==> config.mk <==
export PLATFORM = sky130hd
export DESIGN_NAME = vadd_issue_seq
export DESIGN_NICKNAME = d
export VERILOG_FILES = /design/src/rtl/vadd_seq_pkg.sv /design/src/rtl/vadd_tag_pipe.sv /design/src/rtl/vadd_issue_seq.sv
export SDC_FILE = /design/constraint.sdc
export NUM_CORES = 1
export LEC_CHECK = 0
export BUFFER_PORTS_ARGS = -buffer_cell sky130_fd_sc_hd__clkbuf_2
export CAP_MARGIN = 20
export CORE_MARGIN = 3
export CORE_UTILIZATION = 51
export CTS_CLUSTER_DIAMETER = 150
export CTS_CLUSTER_SIZE = 10
export DETAILED_ROUTE_END_ITERATION = 10
export GPL_TIMING_DRIVEN = 1
export PLACE_DENSITY = 0.8
export SLEW_MARGIN = 20
export SYNTH_ARGS = -nofsm -noshare
export SYNTH_HDL_FRONTEND = slang
export SYNTH_HIERARCHICAL = 1
export SYNTH_SLANG_ARGS = --single-unit
==> constraint.sdc <==
create_clock -name clk -period 3.9 [get_ports clk]
set_clock_uncertainty 0.05 [all_clocks]
set_input_delay 0.39 -clock clk [delete_from_list [all_inputs] [get_ports clk]]
set_output_delay 0.39 -clock clk [all_outputs]
set_load 0.01 [all_outputs]
==> src/rtl/vadd_seq_pkg.sv <==
// ---------------------------------------------------------------------------
// vadd_seq_pkg
// Shared types and helpers for the vector add issue sequencer.
//   state_e    : sequencer FSM states
//   SEW_*      : element width codes
//   CMP_BIT    : opsel bit that marks a compare (mask-producing) op
//   epw()      : elements per 64-bit word for a given SEW code
//   tail_be()  : byte-enable of the final chunk of a command
// ---------------------------------------------------------------------------
package vadd_seq_pkg;

    typedef enum logic [1:0] {
        ST_IDLE  = 2'd0,
        ST_ISSUE = 2'd1,
        ST_DRAIN = 2'd2,
        ST_DONE  = 2'd3
    } state_e;

    localparam logic [1:0] SEW_8  = 2'd0;
    localparam logic [1:0] SEW_16 = 2'd1;
    localparam logic [1:0] SEW_32 = 2'd2;
    localparam logic [1:0] SEW_64 = 2'd3;

    // Operand words carry 8 byte lanes.
    localparam int LANE_BYTES = 8;
    localparam int CMP_BIT    = 8;

    function automatic logic [3:0] epw(input logic [1:0] sew);
        return 4'd8 >> sew;
    endfunction

    // Tail element count is ((vl-1) mod EPW) + 1; EPW is a power of two no
    // larger than 8, so only the low three bits of vl matter.
    function automatic logic [7:0] tail_be(input logic [2:0] vl_lo,
                                           input logic [1:0] sew);
        logic [2:0] vm1;
        logic [3:0] tail_elems;
        logic [3:0] tail_bytes;
        vm1        = vl_lo - 3'd1;
        tail_elems = ({1'b0, vm1} & (epw(sew) - 4'd1)) + 4'd1;
        tail_bytes = tail_elems << sew;
        return 8'hFF >> (4'd8 - tail_bytes);
    endfunction

endpackage

==> src/rtl/vadd_tag_pipe.sv <==
// ---------------------------------------------------------------------------
// vadd_tag_pipe
// Fixed-latency shift register of valid-tagged words. Every cycle the
// contents advance one stage; the head is stage DEPTH-1. Invalid entries
// carry zero data so the head data is clean whenever the head is empty.
// Ports:
//   clk, rst  : clock, synchronous active-high reset (clears all stages)
//   i_valid   : push a tag this cycle
//   i_data    : tag payload
//   o_valid   : head stage holds a tag
//   o_data    : head stage payload
// DEPTH must be at least 2.
// ---------------------------------------------------------------------------
module vadd_tag_pipe #(
    parameter int DEPTH = 5,
    parameter int WIDTH = 9
) (
    input  logic             clk,
    input  logic             rst,
    input  logic             i_valid,
    input  logic [WIDTH-1:0] i_data,
    output logic             o_valid,
    output logic [WIDTH-1:0] o_data
);

    logic [DEPTH-1:0] r_valid;
    logic [WIDTH-1:0] r_data [DEPTH];

    always_ff @(posedge clk) begin
        if (rst) begin
            r_valid <= '0;
            for (int i = 0; i < DEPTH; i++) begin
                r_data[i] <= '0;
            end
        end else begin
            r_valid   <= {r_valid[DEPTH-2:0], i_valid};
            r_data[0] <= i_valid ? i_data : '0;
            for (int i = 1; i < DEPTH; i++) begin
                r_data[i] <= r_data[i-1];
            end
        end
    end

    assign o_valid = r_valid[DEPTH-1];
    assign o_data  = r_data[DEPTH-1];

endmodule

==> src/rtl/vadd_issue_seq.sv <==
// ---------------------------------------------------------------------------
// vadd_issue_seq
// Issue sequencer for the vector add/min/max/compare ALU. Takes one command
// (vl, sew, opsel, addr), splits it into 64-bit chunks, forwards one operand
// pair per handshake to the ALU with incrementing destination addresses, and
// tags each chunk so writeback sees the byte-enable and last flag aligned
// with the ALU result.
// Ports:
//   clk, rst                 : clock, synchronous active-high reset
//   cmd_*                    : command handshake and fields
//   op_valid/op_ready/op_vec*: operand stream
//   alu_*                    : registered ALU drive
//   alu_out_valid            : ALU result valid (from ALU)
//   wb_be, wb_last           : tag of the current result (combinational)
//   done, busy, err          : status
//
// state    | meaning
// ---------+--------------------------------------------------------------
// ST_IDLE  | waiting for a command, cmd_ready high
// ST_ISSUE | accepting operand pairs, one chunk per handshake
// ST_DRAIN | all chunks issued, waiting for the last tagged result
// ST_DONE  | done pulse (vl==0 commands spend two cycles here)
// ---------------------------------------------------------------------------
module vadd_issue_seq
    import vadd_seq_pkg::*;
#(
    parameter int DATA_WIDTH  = 64,
    parameter int ADDR_WIDTH  = 32,
    parameter int SEW_WIDTH   = 2,
    parameter int OPSEL_WIDTH = 9,
    parameter int VL_WIDTH    = 11,
    parameter int ALU_LAT     = 4
) (
    input  logic                    clk,
    input  logic                    rst,

    input  logic                    cmd_valid,
    output logic                    cmd_ready,
    input  logic [VL_WIDTH-1:0]     cmd_vl,
    input  logic [SEW_WIDTH-1:0]    cmd_sew,
    input  logic [OPSEL_WIDTH-1:0]  cmd_opsel,
    input  logic [ADDR_WIDTH-1:0]   cmd_addr,

    input  logic                    op_valid,
    output logic                    op_ready,
    input  logic [DATA_WIDTH-1:0]   op_vec0,
    input  logic [DATA_WIDTH-1:0]   op_vec1,

    output logic                    alu_valid,
    output logic [DATA_WIDTH-1:0]   alu_vec0,
    output logic [DATA_WIDTH-1:0]   alu_vec1,
    output logic [SEW_WIDTH-1:0]    alu_sew,
    output logic [OPSEL_WIDTH-1:0]  alu_opsel,
    output logic                    alu_carry,
    output logic [ADDR_WIDTH-1:0]   alu_addr,

    input  logic                    alu_out_valid,
    output logic [DATA_WIDTH/8-1:0] wb_be,
    output logic                    wb_last,

    output logic                    done,
    output logic                    busy,
    output logic                    err
);

    localparam int BE_W  = DATA_WIDTH / 8;
    localparam int TAG_W = BE_W + 1;
    localparam int VLP1  = VL_WIDTH + 1;

    state_e                 r_state;
    logic [VL_WIDTH-1:0]    r_rem;
    logic [ADDR_WIDTH-1:0]  r_addr;
    logic [SEW_WIDTH-1:0]   r_sew;
    logic [OPSEL_WIDTH-1:0] r_opsel;
    logic [BE_W-1:0]        r_tail_be;
    logic                   r_zero;
    logic                   r_done;
    logic                   r_err;

    logic                   r_alu_valid;
    logic [DATA_WIDTH-1:0]  r_alu_vec0;
    logic [DATA_WIDTH-1:0]  r_alu_vec1;
    logic [SEW_WIDTH-1:0]   r_alu_sew;
    logic [OPSEL_WIDTH-1:0] r_alu_opsel;
    logic [ADDR_WIDTH-1:0]  r_alu_addr;

    logic                   w_issue;
    logic                   w_last_chunk;
    logic [BE_W-1:0]        w_tag_be;
    logic [VLP1-1:0]        w_vl_round;
    logic [VL_WIDTH-1:0]    w_chunks;
    logic                   w_head_valid;
    logic [TAG_W-1:0]       w_head_data;
    logic                   w_head_last;
    logic [BE_W-1:0]        w_head_be;

    assign w_issue      = (r_state == ST_ISSUE) && op_valid;
    assign w_last_chunk = (r_rem == VL_WIDTH'(1));

    // Compare ops write a mask into the low byte only, regardless of chunk.
    assign w_tag_be = r_opsel[CMP_BIT] ? BE_W'(1)
                    : (w_last_chunk ? r_tail_be : '1);

    // N = ceil(vl / EPW) with EPW = 2^(3-sew).
    assign w_vl_round = {1'b0, cmd_vl} + VLP1'(epw(cmd_sew) - 4'd1);
    assign w_chunks   = VL_WIDTH'(w_vl_round >> (2'd3 - cmd_sew));

    always_ff @(posedge clk) begin
        if (rst) begin
            r_state     <= ST_IDLE;
            r_rem       <= '0;
            r_addr      <= '0;
            r_sew       <= '0;
            r_opsel     <= '0;
            r_tail_be   <= '0;
            r_zero      <= 1'b0;
            r_done      <= 1'b0;
            r_err       <= 1'b0;
            r_alu_valid <= 1'b0;
            r_alu_vec0  <= '0;
            r_alu_vec1  <= '0;
            r_alu_sew   <= '0;
            r_alu_opsel <= '0;
            r_alu_addr  <= '0;
        end else begin
            r_done      <= 1'b0;
            r_alu_valid <= w_issue;

            if (w_issue) begin
                r_alu_vec0  <= op_vec0;
                r_alu_vec1  <= op_vec1;
                r_alu_sew   <= r_sew;
                r_alu_opsel <= r_opsel;
                r_alu_addr  <= r_addr;
                r_addr      <= r_addr + ADDR_WIDTH'(1);
                r_rem       <= r_rem - VL_WIDTH'(1);
            end

            case (r_state)
                ST_IDLE: begin
                    if (cmd_valid) begin
                        r_addr    <= cmd_addr;
                        r_sew     <= cmd_sew;
                        r_opsel   <= cmd_opsel;
                        r_tail_be <= BE_W'(tail_be(cmd_vl[2:0], cmd_sew));
                        if (cmd_vl == '0) begin
                            r_zero  <= 1'b1;
                            r_state <= ST_DONE;
                        end else begin
                            r_rem   <= w_chunks;
                            r_state <= ST_ISSUE;
                        end
                    end
                end
                ST_ISSUE: begin
                    if (w_issue && w_last_chunk) begin
                        r_state <= ST_DRAIN;
                    end
                end
                ST_DRAIN: begin
                    if (alu_out_valid && w_head_valid && w_head_last) begin
                        r_done  <= 1'b1;
                        r_state <= ST_DONE;
                    end
                end
                ST_DONE: begin
                    // An empty command has no result to key off, so it
                    // spends one extra cycle here to raise its pulse.
                    if (r_zero) begin
                        r_zero <= 1'b0;
                        r_done <= 1'b1;
                    end else begin
                        r_state <= ST_IDLE;
                    end
                end
                default: r_state <= ST_IDLE;
            endcase

            // Any disagreement between the tag head and the ALU is sticky.
            if (alu_out_valid != w_head_valid) begin
                r_err <= 1'b1;
            end
        end
    end

    // Stage count ALU_LAT+1 puts the head on the same cycle as the result:
    // one cycle for the registered ALU drive, ALU_LAT inside the ALU.
    vadd_tag_pipe #(
        .DEPTH (ALU_LAT + 1),
        .WIDTH (TAG_W)
    ) u_tag_pipe (
        .clk     (clk),
        .rst     (rst),
        .i_valid (w_issue),
        .i_data  ({w_tag_be, w_last_chunk}),
        .o_valid (w_head_valid),
        .o_data  (w_head_data)
    );

    assign w_head_be   = w_head_data[TAG_W-1:1];
    assign w_head_last = w_head_data[0];

    assign wb_be   = alu_out_valid ? w_head_be : '0;
    assign wb_last = alu_out_valid && w_head_last;

    assign cmd_ready = (r_state == ST_IDLE);
    assign op_ready  = (r_state == ST_ISSUE);
    assign busy      = (r_state != ST_IDLE);
    assign done      = r_done;
    assign err       = r_err;

    assign alu_valid = r_alu_valid;
    assign alu_vec0  = r_alu_vec0;
    assign alu_vec1  = r_alu_vec1;
    assign alu_sew   = r_alu_sew;
    assign alu_opsel = r_alu_opsel;
    assign alu_addr  = r_alu_addr;
    assign alu_carry = 1'b0;

endmodule

==> results_dict.tcl, run 1 <==
set metrics [dict create \
    outcome "completed" \
    p_sw_mw 2.64 \
    cp-start-kind "input port" \
    die_y_um 158 \
    std_cell_rows 54 \
    final_cells 2033 \
    worstSkewPairLatency_ps 500 \
    power_frac_seq_pct 43.4 \
    grt_pass1_wl_um 49900 \
    period_needed_ps 3050 \
    clockRootBuffer "clkbuf_16" \
    die_area_mm2 0.0249 \
    setup_viol 0 \
    dp_cells 1996 \
    grt_overflow 0 \
    clock_power_share_pct 32.5 \
    cts_num_sinks 289 \
    slew_headroom_pct 36.9 \
    yosys.area.top_type "dfxtp_1" \
    cp_max_fo 10 \
    vias 10800 \
    endpoint_kind "flop" \
    cts_resized 0 \
    combPwrFrac_pct 24.1 \
    drtPass1Iterations 5 \
    antenna_found_initial 0 \
    intPower_mw 5.65 \
    core_area_mm2 0.0222 \
    finalMaxSlewViolations 0 \
    cts_htree_levels 2 \
    post-route-util_pct 65.4 \
    seq_area_frac_synth_pct 49.3 \
    power.total_mw 8.29 \
    nFillCells 1894 \
    synth_top_area_share_pct 49.3 \
    area.growth.synth_to_final_pct 23.9 \
    cts_tree "built" \
    netlist_top_cells_area "dfxtp_1 (49%), nand2_1 (13%), a21oi_1 (8.8%)" \
    finalHoldViolCount 0 \
    grt_max_degree 219 \
    port_buffers 372 \
    synth-seq-cells 289 \
    rsz0062_at_grt "false" \
    yosysUniqueCellTypes 64 \
    yosysWarnings 6 \
    syn-cell-area_mm2 0.0117 \
    layout_commonest_cell "nand2_1" \
    post-place-ws_ps 378 \
    fin_nets 1967 \
    cts_buffer_depth 3 \
    clkTransAtPathRegs_ps 60 \
    ir_drop_v 0.000351 \
    ios 374 \
    layout_setup_ws_ps 848 \
    swShare_pct 31.8 \
    synth_cells 1431 \
    criticalPathCategory "input port to flop" \
    drv_cap 0 \
    cellLeakagePower_nw 6.22 \
    tightestPinTransition_ps 946 \
    hold_buffers 0 \
    wl_per_cell_um 15.9 \
    antenna_cells 0 \
    dp_hpwl_um 22500 \
    ant_nets 0 \
    grtUsageTotal_pct 24.3 \
    postCtsSetupBuffers 0 \
    postSynth.asyncResetShare_pct 0 \
    drive_gt1_share_pct 24.7 \
    fp.dieW_um 158 \
    powerDensity_mw_per_mm2 570 \
    ys.flop_type "dfxtp_1" \
    fmaxAchievable_mhz 328 \
    cp.required_ps 4230 \
    mostFrequentLayoutCells "nand2_1 (408), clkbuf_2 (371), dfxtp_1 (289), a21oi_1 (207), nor2_1 (78)" \
    finalCritPeriodShare_pct 78.3 \
    min_path_type "input port to flop" \
    grt_pass1_vias 9821 \
    drc 0 \
    numCtsBuffers 34 \
    place_congestion 0.904 \
    drtIter0Drc 972 \
    finalSetupTns_ps 0 \
    critPathArrivalTime_ps 3380 \
    viasPerCell 5.30 \
    drt-total-wl_um 32200 \
    start_util_pct 52.8 \
    synth_edf_count 0 \
    syn_area_per_cell_um2 8.20 \
]
-- sequential cells by signal, indices dropped and copies added (netlist names) --
name                count
alu_vec0               64
alu_vec1               64
u_tag_pipe/r_data      45
alu_addr               32
r_addr                 32
r_rem                  11
alu_opsel               9
r_opsel                 9
r_tail_be               8
u_tag_pipe/r_valid      5
alu_sew                 2
r_sew                   2
r_state                 2
alu_valid               1
done                    1
err                     1
r_zero                  1
-- per-layer routing --
| metal | routed length [µm] | global-route usage (%) |
|---|---|---|
| met2 | 15000 | 38.6 |
| met1 | 14000 | 32.8 |
| met4 | 1020 | 8.68 |
| met5 | 0 | 0 |
| met3 | 2160 | 5.41 |
-- cells by family (layout without fill, tap and decap cells) --
| group | Yosys count | count (layout) | synth area share [%] |
|---|---|---|---|
| multiplexers | 7 | 7 | 0.714 |
| other | 1 | 2 | 0.0319 |
| AND/OR/NAND/NOR | 639 | 639 | 24.2 |
| AO/OA/AOI/OAI | 300 | 300 | 14.9 |
| adder cells (fa/ha/maj) | 28 | 28 | 3.05 |
| flip-flops | 289 | 289 | 49.3 |
| XOR/XNOR | 46 | 46 | 3.43 |
| buffers and inverters | 121 | 442 | 4.37 |
-- worst max-delay path, stage by stage --
cell	delay, ps
clkbuf_2	180
nor2b_1	280
inv_1	140
ha_1	250
and2_1	270
ha_1	380
a21oi_1	430
o21ai_0	170
a31oi_1	190
o21ai_0	210
xor2_1	200
a221o_1	310
-- cell usage after synthesis (6+ instances only) --
master	n
nand4_1	11
dfxtp_1	289
buf_1	7
nor4_1	6
nand2_1	410
nand3_1	22
clkbuf_1	75
o21ai_0	14
xor2_1	27
nor3_1	8
xnor2_1	19
a21oi_1	207
and3b_1	9
buf_4	11
nor2b_1	44
a211oi_1	36
and2_1	15
ha_1	27
nor2_1	78
inv_1	21
-- per-stage QoR --
stage	instance area, µm²	hold WS [ps]
after floorplan	11700	364
after global placement	13700	366
after detailed placement	13700	370
after CTS	14500	38.3
after global routing	14500	49.4
final	14500	60.6
-- final cells by class --
type | instances | area [µm²] | area share, %
Inverter | 23 | 96.3 | 0.662
Multi-Input combinational cell | 1022 | 5450 | 37.5
Clock buffer | 36 | 880 | 6.05
Sequential cell | 289 | 5790 | 39.8
Clock inverter | 1 | 8.76 | 0.0602
Tap cell | 280 | 350 | 2.41
Timing Repair Buffer | 382 | 1970 | 13.5
-- power by group through the flow --
stage | combinational [mW] | sequential (mW) | clock [mW]
after floorplan | 1.27 | 3.69 | 0
after global placement | 1.96 | 3.64 | 0
after detailed placement | 1.99 | 3.65 | 0
after CTS | 2.00 | 3.60 | 2.75
after global routing | 2.22 | 3.65 | 2.89
final | 2.00 | 3.60 | 2.69
-- worst paths after layout --
path	depth (start not counted)	slack (ps)	to	start
hold reg to reg	1	380	u_tag_pipe/r_data[0][25]	u_tag_pipe/r_data[0][16]
setup / recovery	12	850	r_rem[10]	cmd_sew[0]
setup reg to reg	8	1080	r_addr[28]	r_state[1]
hold / removal	3	60	r_opsel[5]	cmd_opsel[5]
Note: power is estimated with default switching activity, not from simulation.
==> inputs of run 2 (changes only) <==
--- a/config.mk
+++ b/config.mk
@@ -8,12 +8,12 @@
 export BUFFER_PORTS_ARGS = -buffer_cell sky130_fd_sc_hd__clkbuf_2
 export CAP_MARGIN = 20
 export CORE_MARGIN = 3
-export CORE_UTILIZATION = 51
+export CORE_UTILIZATION = 46
 export CTS_CLUSTER_DIAMETER = 150
 export CTS_CLUSTER_SIZE = 10
 export DETAILED_ROUTE_END_ITERATION = 10
 export GPL_TIMING_DRIVEN = 1
-export PLACE_DENSITY = 0.8
+export PLACE_DENSITY = 0.76
 export SLEW_MARGIN = 20
 export SYNTH_ARGS = -nofsm -noshare
 export SYNTH_HDL_FRONTEND = slang
==> constraint.sdc (replaced) <==
create_clock -name clk -period 2.6 [get_ports clk]
set_clock_uncertainty 0.05 [all_clocks]
set_input_delay 0.26 -clock clk [delete_from_list [all_inputs] [get_ports clk]]
set_output_delay 0.26 -clock clk [all_outputs]
set_load 0.01 [all_outputs]
==> run 2 against run 1 <==
  * Combinational power up 70%
  * Largest power group unchanged
  * Hold slack lost 47 ps
  * Count of clock-buffer cells in the layout is the same
  * Critical path type is now flop to flop
==> results_dict.tcl, run 2 (synthesized netlist as in run 1, its figures left out) <==
set metrics [dict create \
    outcome "completed" \
    drv_cap 0 \
    cts_buffer_depth 3 \
    critPathSlowestCell "or4_1" \
    rsz0062_at_grt "false" \
    wl_per_cell_um 16.8 \
    numCtsBuffers 34 \
    vias 12000 \
    grt_pass1_vias 12000 \
    cp.required_ps 2950 \
    cts_htree_levels 2 \
    design_area_mm2 0.0165 \
    drtIter0Drc 1061 \
    drt-total-wl_um 38300 \
    nFillCells 1946 \
    fp.dieW_um 166 \
    grt_use_met1_pct 32.0 \
    port_buffers 372 \
    endpoint_kind "flop" \
    grt_overflow 0 \
    finalCritPeriodShare_pct 94.5 \
    cts_tree "built" \
    path_buf_inv 2 \
    finalHoldViolCount 0 \
    cts_num_sinks 289 \
    viasPerCell 5.28 \
    dpl_cell_area_mm2 0.0141 \
    min_path_type "input port to flop" \
    powerDensity_mw_per_mm2 782 \
    ant_nets 0 \
    period_needed_ps 2460 \
    grtUsageTotal_pct 26.5 \
    grt_max_degree 166 \
    std_cell_rows 57 \
    drtPass1Iterations 5 \
    die_area_mm2 0.0275 \
    met3_usage_pct 5.95 \
    fmaxAchievable_mhz 407 \
    start_util_pct 47.6 \
    layout_commonest_cell "nand2_1" \
    drc 0 \
    criticalPathCategory "flop to flop" \
    power.total_mw 12.9 \
    ios 374 \
    grt_use_met2_pct 44.9 \
    dp_hpwl_um 23400 \
    top_usage_layer "met2" \
    finalMaxSlewViolations 0 \
    critPathArrivalTime_ps 2810 \
    cellLeakagePower_nw 7.10 \
    worstSkewPairLatency_ps 500 \
    grt_pass1_wl_um 61400 \
    mostFrequentLayoutCells "nand2_1 (407), clkbuf_2 (371), dfxtp_1 (289), a21oi_1 (206), dlygate4sd3_1 (154)" \
    area.growth.synth_to_final_pct 40.9 \
    die_y_um 166 \
    slew_headroom_pct 43.4 \
    path_delay_family "simple AND/OR/NAND/NOR gates" \
    core_area_mm2 0.0247 \
    fin_nets 2164 \
    crit_chain "inv_1, ha_1, nand3_1, or4_1, nor4_2, buf_4, nand4_1, xor2_1, a211oi_1" \
    cp_slowest_stage_delay_ps 570 \
    setup_viol 0 \
    cp-start-kind "flop" \
    antenna_found_initial 1 \
    drive_gt1_share_pct 24.8 \
    place_congestion 0.897 \
    clockRootBuffer "clkbuf_16" \
    clkTransAtPathRegs_ps 60 \
    ir_drop_v 0.000489 \
    cp_max_fo 4 \
    tightestPinTransition_ps 849 \
]
==> run 2: worst paths after layout <==
check | from | endpoint | slack, ps | cells past startpoint
max reg2reg | r_state[1] | r_addr[26] | 140 | 9
min reg2reg | u_tag_pipe/r_data[0][7] | u_tag_pipe/r_data[0][16] | 370 | 1
max | r_state[1] | r_addr[26] | 140 | 9
min | cmd_addr[17] | r_addr[17] | 10 | 3
==> run 2: per-stage QoR <==
stage	util [%]	setup TNS (ps)	cells	hold slack [ps]	setup WS, ps
2_1_floorplan	-	0	1432	346	22.0
3_3_place_gp	57.0	-1270	2083	366	-225
3_5_place_dp	57.0	-2140	2083	371	-305
4_1_cts	66.9	0	2274	0.743	151
5_1_grt	67.0	0	2276	8.01	5.55
6_report	67.0	0	2278	13.6	142
==> run 2: final cells by class <==
cell class	instances	area, µm²	area share [%]
flip-flops and latches	289	5790	35.0
multi-input cells	1022	5480	33.2
repair buffers	579	3850	23.3
clock buffers	36	880	5.32
well taps	324	405	2.45
inverters	23	96.3	0.583
clock inverters	2	32.5	0.197
diodes	3	7.51	0.0454
==> run 2: power breakdown <==
group	leakage (nW)	switching [mW]	internal [mW]
sequential	2.35	0.411	5.00
combinational	4.30	2.06	1.35
clock	0.446	1.71	2.39
total	7.10	4.18	8.74
==> run 2: repair_timing <==
action / CTS / global route
endpoints found under the setup margin: 0 / 1
setup buffers: 0 / 0
gates resized for setup: 0 / 1
endpoints found under the hold margin: 153 / 1
hold buffers: 153 / 1
==> run 2: worst register-to-register path, delay by kind of cell, from the launching register on <==
kind / cells / cell delay, ps
buffers and inverters: 2 / 280
DFF: 1 / 340
adders and majority gates: 1 / 170
AOI/OAI and AO/OA: 1 / 230
xor gates and xnor gates: 1 / 170
and+or+nand+nor: 4 / 1130
==> run 2: metal layers <==
layer / part of all wire, % / wire (µm) / up-vias
met3: 6.7 / 2560 / 137
met1: 40 / 15300 / 5576
met4: 4.9 / 1860 / 0
met2: 49 / 18600 / 532
li1: - / - / 5785
met5: 0 / 0 / -
